===== config.mk =====
export PLATFORM = sky130hd
export DESIGN_NAME = predicted_digit_writer
export DESIGN_NICKNAME = d
export VERILOG_FILES = /design/src/rtl/cnn_pkg.sv /design/src/rtl/argmax_tracker.sv /design/src/rtl/predicted_digit_writer.sv
export SDC_FILE = /design/constraint.sdc
export NUM_CORES = 1
export LEC_CHECK = 0
export BUFFER_PORTS_ARGS = -buffer_cell sky130_fd_sc_hd__buf_4
export CAP_MARGIN = 20
export CORE_MARGIN = 3
export CORE_UTILIZATION = 58
export CTS_BUF_LIST = sky130_fd_sc_hd__clkbuf_8
export CTS_CLUSTER_SIZE = 14
export DETAILED_ROUTE_END_ITERATION = 12
export GPL_ROUTABILITY_DRIVEN = 1
export PLACE_DENSITY = 0.83
export SLEW_MARGIN = 10
export SYNTH_ARGS = -nofsm -noshare
export SYNTH_HDL_FRONTEND = slang
export SYNTH_SLANG_ARGS = --single-unit
export TNS_END_PERCENT = 1

===== constraint.sdc =====
create_clock -name clk -period 3.3 [get_ports clk]
set_clock_uncertainty 0.15 [all_clocks]
set_input_delay 0.66 -clock clk [delete_from_list [all_inputs] [get_ports clk]]
set_output_delay 0.66 -clock clk [all_outputs]
set_load 0.02 [all_outputs]

===== src/rtl/cnn_pkg.sv =====
// Shared CNN output-stage constants and the writer state encoding.
package cnn_pkg;
    localparam int NUM_CLASSES_DEF = 10;
    localparam int SCORE_WIDTH_DEF = 32;
    localparam int DIGIT_ADDR_DEF  = 0;
    localparam logic [7:0] DIGIT_INVALID = 8'hFF;

    typedef enum logic [1:0] {
        ST_IDLE,
        ST_ACCUM,
        ST_WRITE,
        ST_DONE
    } state_t;
endpackage


===== src/rtl/argmax_tracker.sv =====
// Running signed argmax over a score stream; result valid the cycle after the enabled beat.
// Beat 0 loads unconditionally, later beats replace only when strictly greater (ties keep the lowest index).
module argmax_tracker
    import cnn_pkg::*;
#(
    parameter int SCORE_WIDTH = SCORE_WIDTH_DEF,
    parameter int IDX_W       = 4
) (
    input  logic                          clk,
    input  logic                          rst,
    input  logic                          i_clr,
    input  logic                          i_en,
    input  logic [IDX_W-1:0]              i_idx,
    input  logic signed [SCORE_WIDTH-1:0] i_data,
    output logic signed [SCORE_WIDTH-1:0] o_max_val,
    output logic [IDX_W-1:0]              o_max_idx
);
    logic signed [SCORE_WIDTH-1:0] r_max_val;
    logic [IDX_W-1:0]              r_max_idx;

    always_ff @(posedge clk) begin
        if (rst || i_clr) begin
            r_max_val <= '0;
            r_max_idx <= '0;
        end else if (i_en && ((i_idx == '0) || (i_data > r_max_val))) begin
            r_max_val <= i_data;
            r_max_idx <= i_idx;
        end
    end

    assign o_max_val = r_max_val;
    assign o_max_idx = r_max_idx;
endmodule


===== src/rtl/predicted_digit_writer.sv =====
// Argmax of one inference's class scores, written as a byte to predicted_digit_ram (0xFF on a bad stream).
// Write pulses one cycle after the final beat, done one cycle later; score_ready is high only while accumulating.
module predicted_digit_writer
    import cnn_pkg::*;
#(
    parameter int NUM_CLASSES    = NUM_CLASSES_DEF,
    parameter int SCORE_WIDTH    = SCORE_WIDTH_DEF,
    parameter int RAM_ADDR_WIDTH = 4,
    parameter int DIGIT_ADDR     = DIGIT_ADDR_DEF
) (
    input  logic                      clk,
    input  logic                      rst,
    input  logic                      start,
    input  logic                      score_valid,
    output logic                      score_ready,
    input  logic [SCORE_WIDTH-1:0]    score_data,
    input  logic                      score_last,
    output logic                      ram_we,
    output logic [RAM_ADDR_WIDTH-1:0] ram_addr,
    output logic [7:0]                ram_wdata,
    output logic [3:0]                predicted_digit,
    output logic                      busy,
    output logic                      done,
    output logic                      error
);
    localparam int IDX_W = $clog2(NUM_CLASSES + 1);
    localparam logic [IDX_W-1:0] LAST_IDX = IDX_W'(NUM_CLASSES - 1);

    state_t r_state, w_next;
    logic [IDX_W-1:0] r_idx;
    logic             r_error;
    logic [3:0]       r_digit;

    logic w_accept, w_end, w_bad, w_clr;
    logic signed [SCORE_WIDTH-1:0] w_max_val;
    logic [IDX_W-1:0]              w_max_idx;
    logic [3:0]                    w_digit;

    argmax_tracker #(
        .SCORE_WIDTH(SCORE_WIDTH),
        .IDX_W      (IDX_W)
    ) u_argmax (
        .clk      (clk),
        .rst      (rst),
        .i_clr    (w_clr),
        .i_en     (w_accept),
        .i_idx    (r_idx),
        .i_data   (score_data),
        .o_max_val(w_max_val),
        .o_max_idx(w_max_idx)
    );

    always_ff @(posedge clk) begin
        if (rst) r_state <= ST_IDLE;
        else     r_state <= w_next;
    end

    always_comb begin
        w_next      = r_state;
        score_ready = 1'b0;
        ram_we      = 1'b0;
        busy        = 1'b1;
        done        = 1'b0;
        w_clr       = 1'b0;
        w_accept    = 1'b0;
        w_end       = 1'b0;
        w_bad       = 1'b0;
        case (r_state)
            ST_IDLE: begin
                busy = 1'b0;
                if (start) begin
                    w_clr  = 1'b1;
                    w_next = ST_ACCUM;
                end
            end
            ST_ACCUM: begin
                score_ready = 1'b1;
                w_accept    = score_valid;
                // Stream ends on last, or is forced to end once the final class index arrives without it.
                if (w_accept) begin
                    if (score_last) begin
                        w_end = 1'b1;
                        w_bad = (r_idx != LAST_IDX);
                    end else if (r_idx == LAST_IDX) begin
                        w_end = 1'b1;
                        w_bad = 1'b1;
                    end
                end
                if (w_end) w_next = ST_WRITE;
            end
            ST_WRITE: begin
                ram_we = 1'b1;
                w_next = ST_DONE;
            end
            ST_DONE: begin
                done   = 1'b1;
                w_next = ST_IDLE;
            end
            default: w_next = ST_IDLE;
        endcase
    end

    always_ff @(posedge clk) begin
        if (rst) begin
            r_idx   <= '0;
            r_error <= 1'b0;
            r_digit <= 4'h0;
        end else begin
            if (w_clr) begin
                r_idx   <= '0;
                r_error <= 1'b0;
            end else if (w_accept && !w_end) begin
                r_idx <= r_idx + IDX_W'(1);
            end
            if (w_bad)  r_error <= 1'b1;
            if (ram_we) r_digit <= ram_wdata[3:0];
        end
    end

    assign w_digit         = 4'(w_max_idx);
    assign ram_wdata       = ram_we ? (r_error ? DIGIT_INVALID : {4'h0, w_digit}) : 8'h00;
    assign ram_addr        = RAM_ADDR_WIDTH'(DIGIT_ADDR);
    assign predicted_digit = r_digit;
    assign error           = r_error;

    a_first_beat_loads: assert property (@(posedge clk) disable iff (rst)
        (w_accept && (r_idx == '0)) |=> (w_max_val == $past(score_data)));
endmodule


# After elaboration in Yosys (flattened, before gate mapping)
# Index checks and enable logic that the tools add are counted.
[op_classes] muxes=22 add_sub_neg=1 n_reduce_logical=10 n_lt_le_gt_ge=1 n_eq_ne=7
[ops] op="32-bit > comparator" n=1
[ops] op="1-bit two-way mux" n=17
[ops] op="8-bit two-way mux" n=2
[ops] op="2-bit one-hot mux with 4 select lines" n=1
[ops] op="4-bit by 1-bit adder with 4-bit output, second input constant" n=1
[ops] op="2-bit equality test, second input constant" n=2
[ops] op="4-bit equality test, second input constant" n=1
[ops] op="4-bit logical NOT" n=1
[ops] op="2-bit two-way mux" n=2
[ops] op="2-bit inequality test, second input constant" n=2
[ops] op="4-bit inequality test, second input constant" n=1
[ops] op="2-bit by 1-bit equality test with 1-bit output, second input constant" n=1
[ops] op="1-bit logical AND" n=2
[ops] op="2-bit logical NOT" n=1
[ops] op="1-bit logical OR" n=2
[ops] op="2-bit AND reduction" n=1
[ops] op="2-bit nonzero test" n=1
[ops] op="2-bit OR reduction" n=1
[ops] op="1-bit logical NOT" n=1
[word_totals] ff_bits=47 wordCells=47 output_inout_bits=21

# Depth between registers and ports, before layout
[depth] ltp_word=8 mapped_depth=11

# Hierarchy
# Synthesis repeated with hierarchy kept, for this count alone.
[hier_totals] cells_unflattened=360 hier_area_um2=3000.4
[modules_own_cells] mod="argmax_tracker" area_per_inst_um2=2326.0 cells_per_inst=281 instances=1 seq_area_each_um2=720.7
[modules_own_cells] mod="predicted_digit_writer" area_per_inst_um2=674.4 cells_per_inst=79 instances=1 seq_area_each_um2=220.2

# Worst setup path before layout
# OpenSTA, ideal clock, no wires.
[synth_path] path_kind="input-to-reg" from="in score_data[31]" to="reg u_argmax.r_max_val[0], in the netlist u_argmax.o_max_val[0]" setup_ns=0.138 cell_stages=9 slack_ns=0.453 arrival_ns=2.559 n_path_buf=1 path_cell_list="ha_1 -> and4_1 -> a221oi_1 -> o21ai_1 -> o31a_2 -> o21a_4 -> buf_12 -> o21ai_2 -> a21oi_2"
[synth_between] elab_chain_len=3
[synth_rtl] element="from (decl)" line="predicted_digit_writer.sv:16" rtl="input logic [SCORE_WIDTH-1:0] score_data,"
[synth_rtl] element="32-bit > comparator" line="argmax_tracker.sv:25" rtl="end else if (i_en && ((i_idx == '0) || (i_data > r_max_val))) begin"
[synth_rtl] element="1-bit logical OR" line="argmax_tracker.sv:25"
[synth_rtl] element="1-bit logical AND" line="argmax_tracker.sv:25"
[synth_rtl] element="to (signal assigned)" line="argmax_tracker.sv:26" rtl="r_max_val <= i_data;"
[synth_rtl] element="to (decl)" line="argmax_tracker.sv:18" rtl="logic signed [SCORE_WIDTH-1:0] r_max_val;"
# No other way between the ends.
# A chain may end at the register's enable or synchronous reset.

# Final worst setup path
[layout_path] from="in score_data[25]" to="reg u_argmax.r_max_val[18], in the netlist u_argmax.o_max_val[18]"
# Same word-level chain as after synthesis.

==> report_table.html <==
<table>
<tr><th>Metric</th><th>Value</th></tr>
<tr><th colspan="2">Critical path</th></tr>
<tr><td>Critical register-to-register path endpoint</td><td>u_argmax.o_max_val[18]</td></tr>
<tr><td>Startpoint class of the critical path</td><td>primary input</td></tr>
<tr><td>Worst path arrival time</td><td>3.03 ns</td></tr>
<tr><td>R2R Setup Slk</td><td>0.44 ns</td></tr>
<tr><td>Source of the worst register-to-register timing path</td><td>u_argmax.o_max_val[25]</td></tr>
<tr><td>Critical Path Fanout Max</td><td>16</td></tr>
<tr><td>Kind of end point of the critical path</td><td>flip-flop</td></tr>
<tr><td>Req. time, crit path</td><td>3.38 ns</td></tr>
<tr><td>Crit Path Category</td><td>primary input to flip-flop</td></tr>
<tr><td>Number of cells on the worst reg-to-reg path</td><td>11</td></tr>
<tr><th colspan="2">STA</th></tr>
<tr><td>Fin. Hold Viols</td><td>0</td></tr>
<tr><td>Sum of negative setup slack</td><td>0 ns</td></tr>
<tr><td>Achievable clock frequency</td><td>339.2 MHz</td></tr>
<tr><td>Final period util</td><td>0.8933</td></tr>
<tr><td>RSZ-0062 raised after global routing</td><td>false</td></tr>
<tr><td>Max Slew Vio Count</td><td>0</td></tr>
<tr><td>Final setup margin</td><td>0.3520 ns</td></tr>
<tr><td>Final setup viols</td><td>0</td></tr>
<tr><td>Post-layout minimum cycle time</td><td>2.948 ns</td></tr>
<tr><th colspan="2">Detailed routing</th></tr>
<tr><td>Post-DRT Antenna Nets</td><td>0</td></tr>
<tr><td>Residual DRC</td><td>0</td></tr>
<tr><td>Drt initial violations</td><td>94</td></tr>
<tr><td>WL/cell</td><td>13.88 µm</td></tr>
<tr><td>Detailed-routing iteration count for the pre-antenna-repair pass</td><td>4</td></tr>
<tr><td>Vias per Instance</td><td>5.634</td></tr>
<tr><td>Detailed-route wire length</td><td>6.565 mm</td></tr>
<tr><td>Overall via count from detail_route</td><td>2665</td></tr>
<tr><th colspan="2">Place</th></tr>
<tr><td>Post-Place Setup Slack</td><td>0.03014 ns</td></tr>
<tr><td>Total placed instance area</td><td>0.003458 mm²</td></tr>
<tr><td>Port Buf Inserts</td><td>53</td></tr>
<tr><td>Post-detailed-placement half-perimeter wirelength</td><td>4.829 mm</td></tr>
<tr><td>Routability-driven placement congestion ratio</td><td>0.8180</td></tr>
<tr><th colspan="2">Yosys</th></tr>
<tr><td>Warning count from the yosys run</td><td>0</td></tr>
<tr><td>Post-synth EDFFs</td><td>0</td></tr>
<tr><td>Ys async rst share</td><td>0</td></tr>
<tr><td>Sequential element share of the synthesized area</td><td>0.3041</td></tr>
<tr><td>Cell area after synthesis</td><td>0.003094 mm²</td></tr>
<tr><td>Post-synth top area share</td><td>0.3041</td></tr>
<tr><td>Netlist cell types</td><td>45</td></tr>
<tr><td>Post-synthesis cell type with the largest combined area</td><td>dfxtp_1</td></tr>
<tr><td>Commonest cells in the netlist</td><td>a21oi_1 (47), dfxtp_1 (47), nand3_1 (44)</td></tr>
<tr><td>Main flop type after synthesis</td><td>dfxtp_1</td></tr>
<tr><td>Mean Syn Cell Area</td><td>8.643 µm²</td></tr>
<tr><td>Seq cells post-synth</td><td>47</td></tr>
<tr><td>Cell types occupying the most area after synthesis</td><td>dfxtp_1 (30%), ha_1 (17%), o21ai_2 (7.9%)</td></tr>
<tr><td>Synthesized instance count</td><td>358</td></tr>
<tr><th colspan="2">Die</th></tr>
<tr><td>Die footprint</td><td>0.006247 mm²</td></tr>
<tr><td>Y dimension of the die</td><td>79.04 µm</td></tr>
<tr><td>Site row count</td><td>25</td></tr>
<tr><td>Count of boundary I/O pins</td><td>58</td></tr>
<tr><td>Starting utilization of the core area</td><td>0.6261</td></tr>
<tr><td>Horizontal extent of the die</td><td>79.04 µm</td></tr>
<tr><td>Core Region</td><td>0.004942 mm²</td></tr>
<tr><th colspan="2">Clock network</th></tr>
<tr><td>Worst-Skew Late Latency</td><td>0.31 ns</td></tr>
<tr><td>Number of clock sinks</td><td>47</td></tr>
<tr><td>CTS tree</td><td>done</td></tr>
<tr><td>Maximum buffer depth of the clock tree</td><td>2</td></tr>
<tr><td>Number of hold buffers added after CTS</td><td>0</td></tr>
<tr><td>CTS Buf Count</td><td>5</td></tr>
<tr><td>Post-CTS Setup Bufs</td><td>0</td></tr>
<tr><td>Number of H-tree levels</td><td>2</td></tr>
<tr><td>Clock root cell</td><td>clkbuf_8</td></tr>
<tr><td># resized after CTS</td><td>0</td></tr>
<tr><td>Clock slew seen by the registers of the worst setup and hold paths</td><td>0.08 ns</td></tr>
<tr><th colspan="2">Power</th></tr>
<tr><td>Cell area power density</td><td>547.4 mW/mm²</td></tr>
<tr><td>Leak pwr</td><td>1.397 nW</td></tr>
<tr><td>Maximum ir drop on the vdd rail</td><td>0.0006275 V</td></tr>
<tr><th colspan="2">Run status</th></tr>
<tr><td>Run status</td><td>finished clean</td></tr>
<tr><th colspan="2">GRT</th></tr>
<tr><td>Pin count of the biggest net entering global routing</td><td>41</td></tr>
<tr><td>Number of antenna violations at the first check in global routing</td><td>0</td></tr>
<tr><td>Total global routing overflow</td><td>0</td></tr>
<tr><td>Global-route wire length before repair</td><td>11.54 mm</td></tr>
<tr><td>Number of global-route vias before repair</td><td>2674</td></tr>
<tr><td>Total global-route track usage</td><td>0.2250</td></tr>
<tr><th colspan="2">Min path</th></tr>
<tr><td>Path type of the worst min-delay path</td><td>flip-flop to flip-flop</td></tr>
<tr><td>Launch point of the worst hold path</td><td>u_argmax.o_max_val[10]</td></tr>
<tr><td>Number of cells traversed by the worst hold path</td><td>2</td></tr>
<tr><td>Hold worst-path end</td><td>u_argmax.o_max_val[10]</td></tr>
<tr><th colspan="2">Layout</th></tr>
<tr><td># nets final</td><td>483</td></tr>
<tr><td>Area growth from synthesis to layout</td><td>15.57%</td></tr>
<tr><td>Final Cell Area</td><td>0.003576 mm²</td></tr>
<tr><td>Share of final-layout standard cells stronger than drive strength 1</td><td>0.2833</td></tr>
<tr><td>Fillcell total</td><td>424</td></tr>
<tr><td>Count of antenna diodes in the layout</td><td>0</td></tr>
<tr><th colspan="2">Job</th></tr>
<tr><td>Count of max-cap constraint violations</td><td>0</td></tr>
</table>
## per-layer routing
layer	share of wire	track usage
met4	0.013	0.06529
met2	0.50	0.4007
met3	0.047	0.04082
met1	0.44	0.2756
met5	0	0
## sequential cells by signal (all words and copies together) (netlist names)
| name | flops |
|---|---|
| error | 1 |
| r_idx | 4 |
| r_state | 2 |
| predicted_digit | 4 |
| u_argmax.o_max_idx | 4 |
| u_argmax.o_max_val | 32 |
## power by group
group          internal (mW)  switching, mW  total [mW]  leakage, nW
logic                  0.324          0.507       0.830        0.955
registers              0.638         0.0440       0.682        0.381
clock network          0.245          0.200       0.445       0.0612
## worst max-delay path by stage
| stage | startpoint | endpoint | slack (ns) | cells after the start |
|---|---|---|---|---|
| 4_1_cts | score_data[25] | u_argmax.o_max_val[18] | 0.32 | 11 |
| 5_1_grt | score_data[25] | u_argmax.o_max_val[18] | 0.07 | 11 |
| 3_5_place_dp | score_data[25] | u_argmax.o_max_val[23] | 0.03 | 11 |
| 6_report | score_data[25] | u_argmax.o_max_val[18] | 0.35 | 11 |
| 2_1_floorplan | score_data[31] | u_argmax.o_max_val[0] | 0.45 | 9 |
| 3_3_place_gp | score_data[27] | u_argmax.o_max_val[17] | 0.16 | 11 |
## stage by stage
| step | utilization | total power [mW] | hold slack (ns) | std cells |
|---|---|---|---|---|
| 3_5_place_dp | 0.6997 | 1.522 | 0.3073 | 465 |
| 5_1_grt | 0.7235 | 2.091 | 0.3421 | 473 |
| 2_1_floorplan | - | 1.337 | 0.2935 | 361 |
| 6_report | 0.7235 | 1.958 | 0.3171 | 473 |
| 3_3_place_gp | 0.6997 | 1.494 | 0.3003 | 465 |
| 4_1_cts | 0.7235 | 1.970 | 0.3202 | 473 |
## layout make-up
cell class / instances / area (µm²) / share of cell area
Multi-Input combinational cell: 248 / 1798 / 0.5028
Sequential cell: 47 / 940.9 / 0.2631
Timing Repair Buffer: 63 / 485.5 / 0.1358
Inverter: 40 / 150.1 / 0.04199
Tap cell: 67 / 83.83 / 0.02344
Clock buffer: 6 / 82.58 / 0.02309
Clock inverter: 2 / 35.03 / 0.009797
## cells in the final DEF, fill, tap and decap left out, types with 2 or more instances in the layout
cell type and count:
and2_1 2, ha_1 41, conb_1 4, o21ai_0 2
a21oi_2 7, o21ai_2 28, and4_1 2, nor2b_1 5
nand3_1 44, nor2_1 9, inv_1 39, nand4_1 5
o21ai_1 9, o21a_1 8, a21oi_1 47, dfxtp_1 47
nand2_1 12, a21boi_0 2, buf_4 62, clkbuf_8 6
## cell families after synthesis
kind of cell	after synthesis	share of synthesized area
flip-flops	47	0.3041
AO/OA/AOI/OAI	115	0.2564
XOR/XNOR	2	0.005662
adder cells (fa/ha/maj)	41	0.1658
other	1	0.001212
AND/OR/NAND/NOR	86	0.1480
buffers and inverters	66	0.1189
## critical path, stage by stage
cell	delay, ns
buf_4	0.12
ha_1	0.30
a21oi_1	0.17
o21ai_1	0.09
a221oi_1	0.29
o21ai_1	0.16
nor4_2	0.44
o21a_4	0.33
buf_4	0.25
o21ai_2	0.06
a21oi_1	0.15
(Power assumes the default switching activity.)
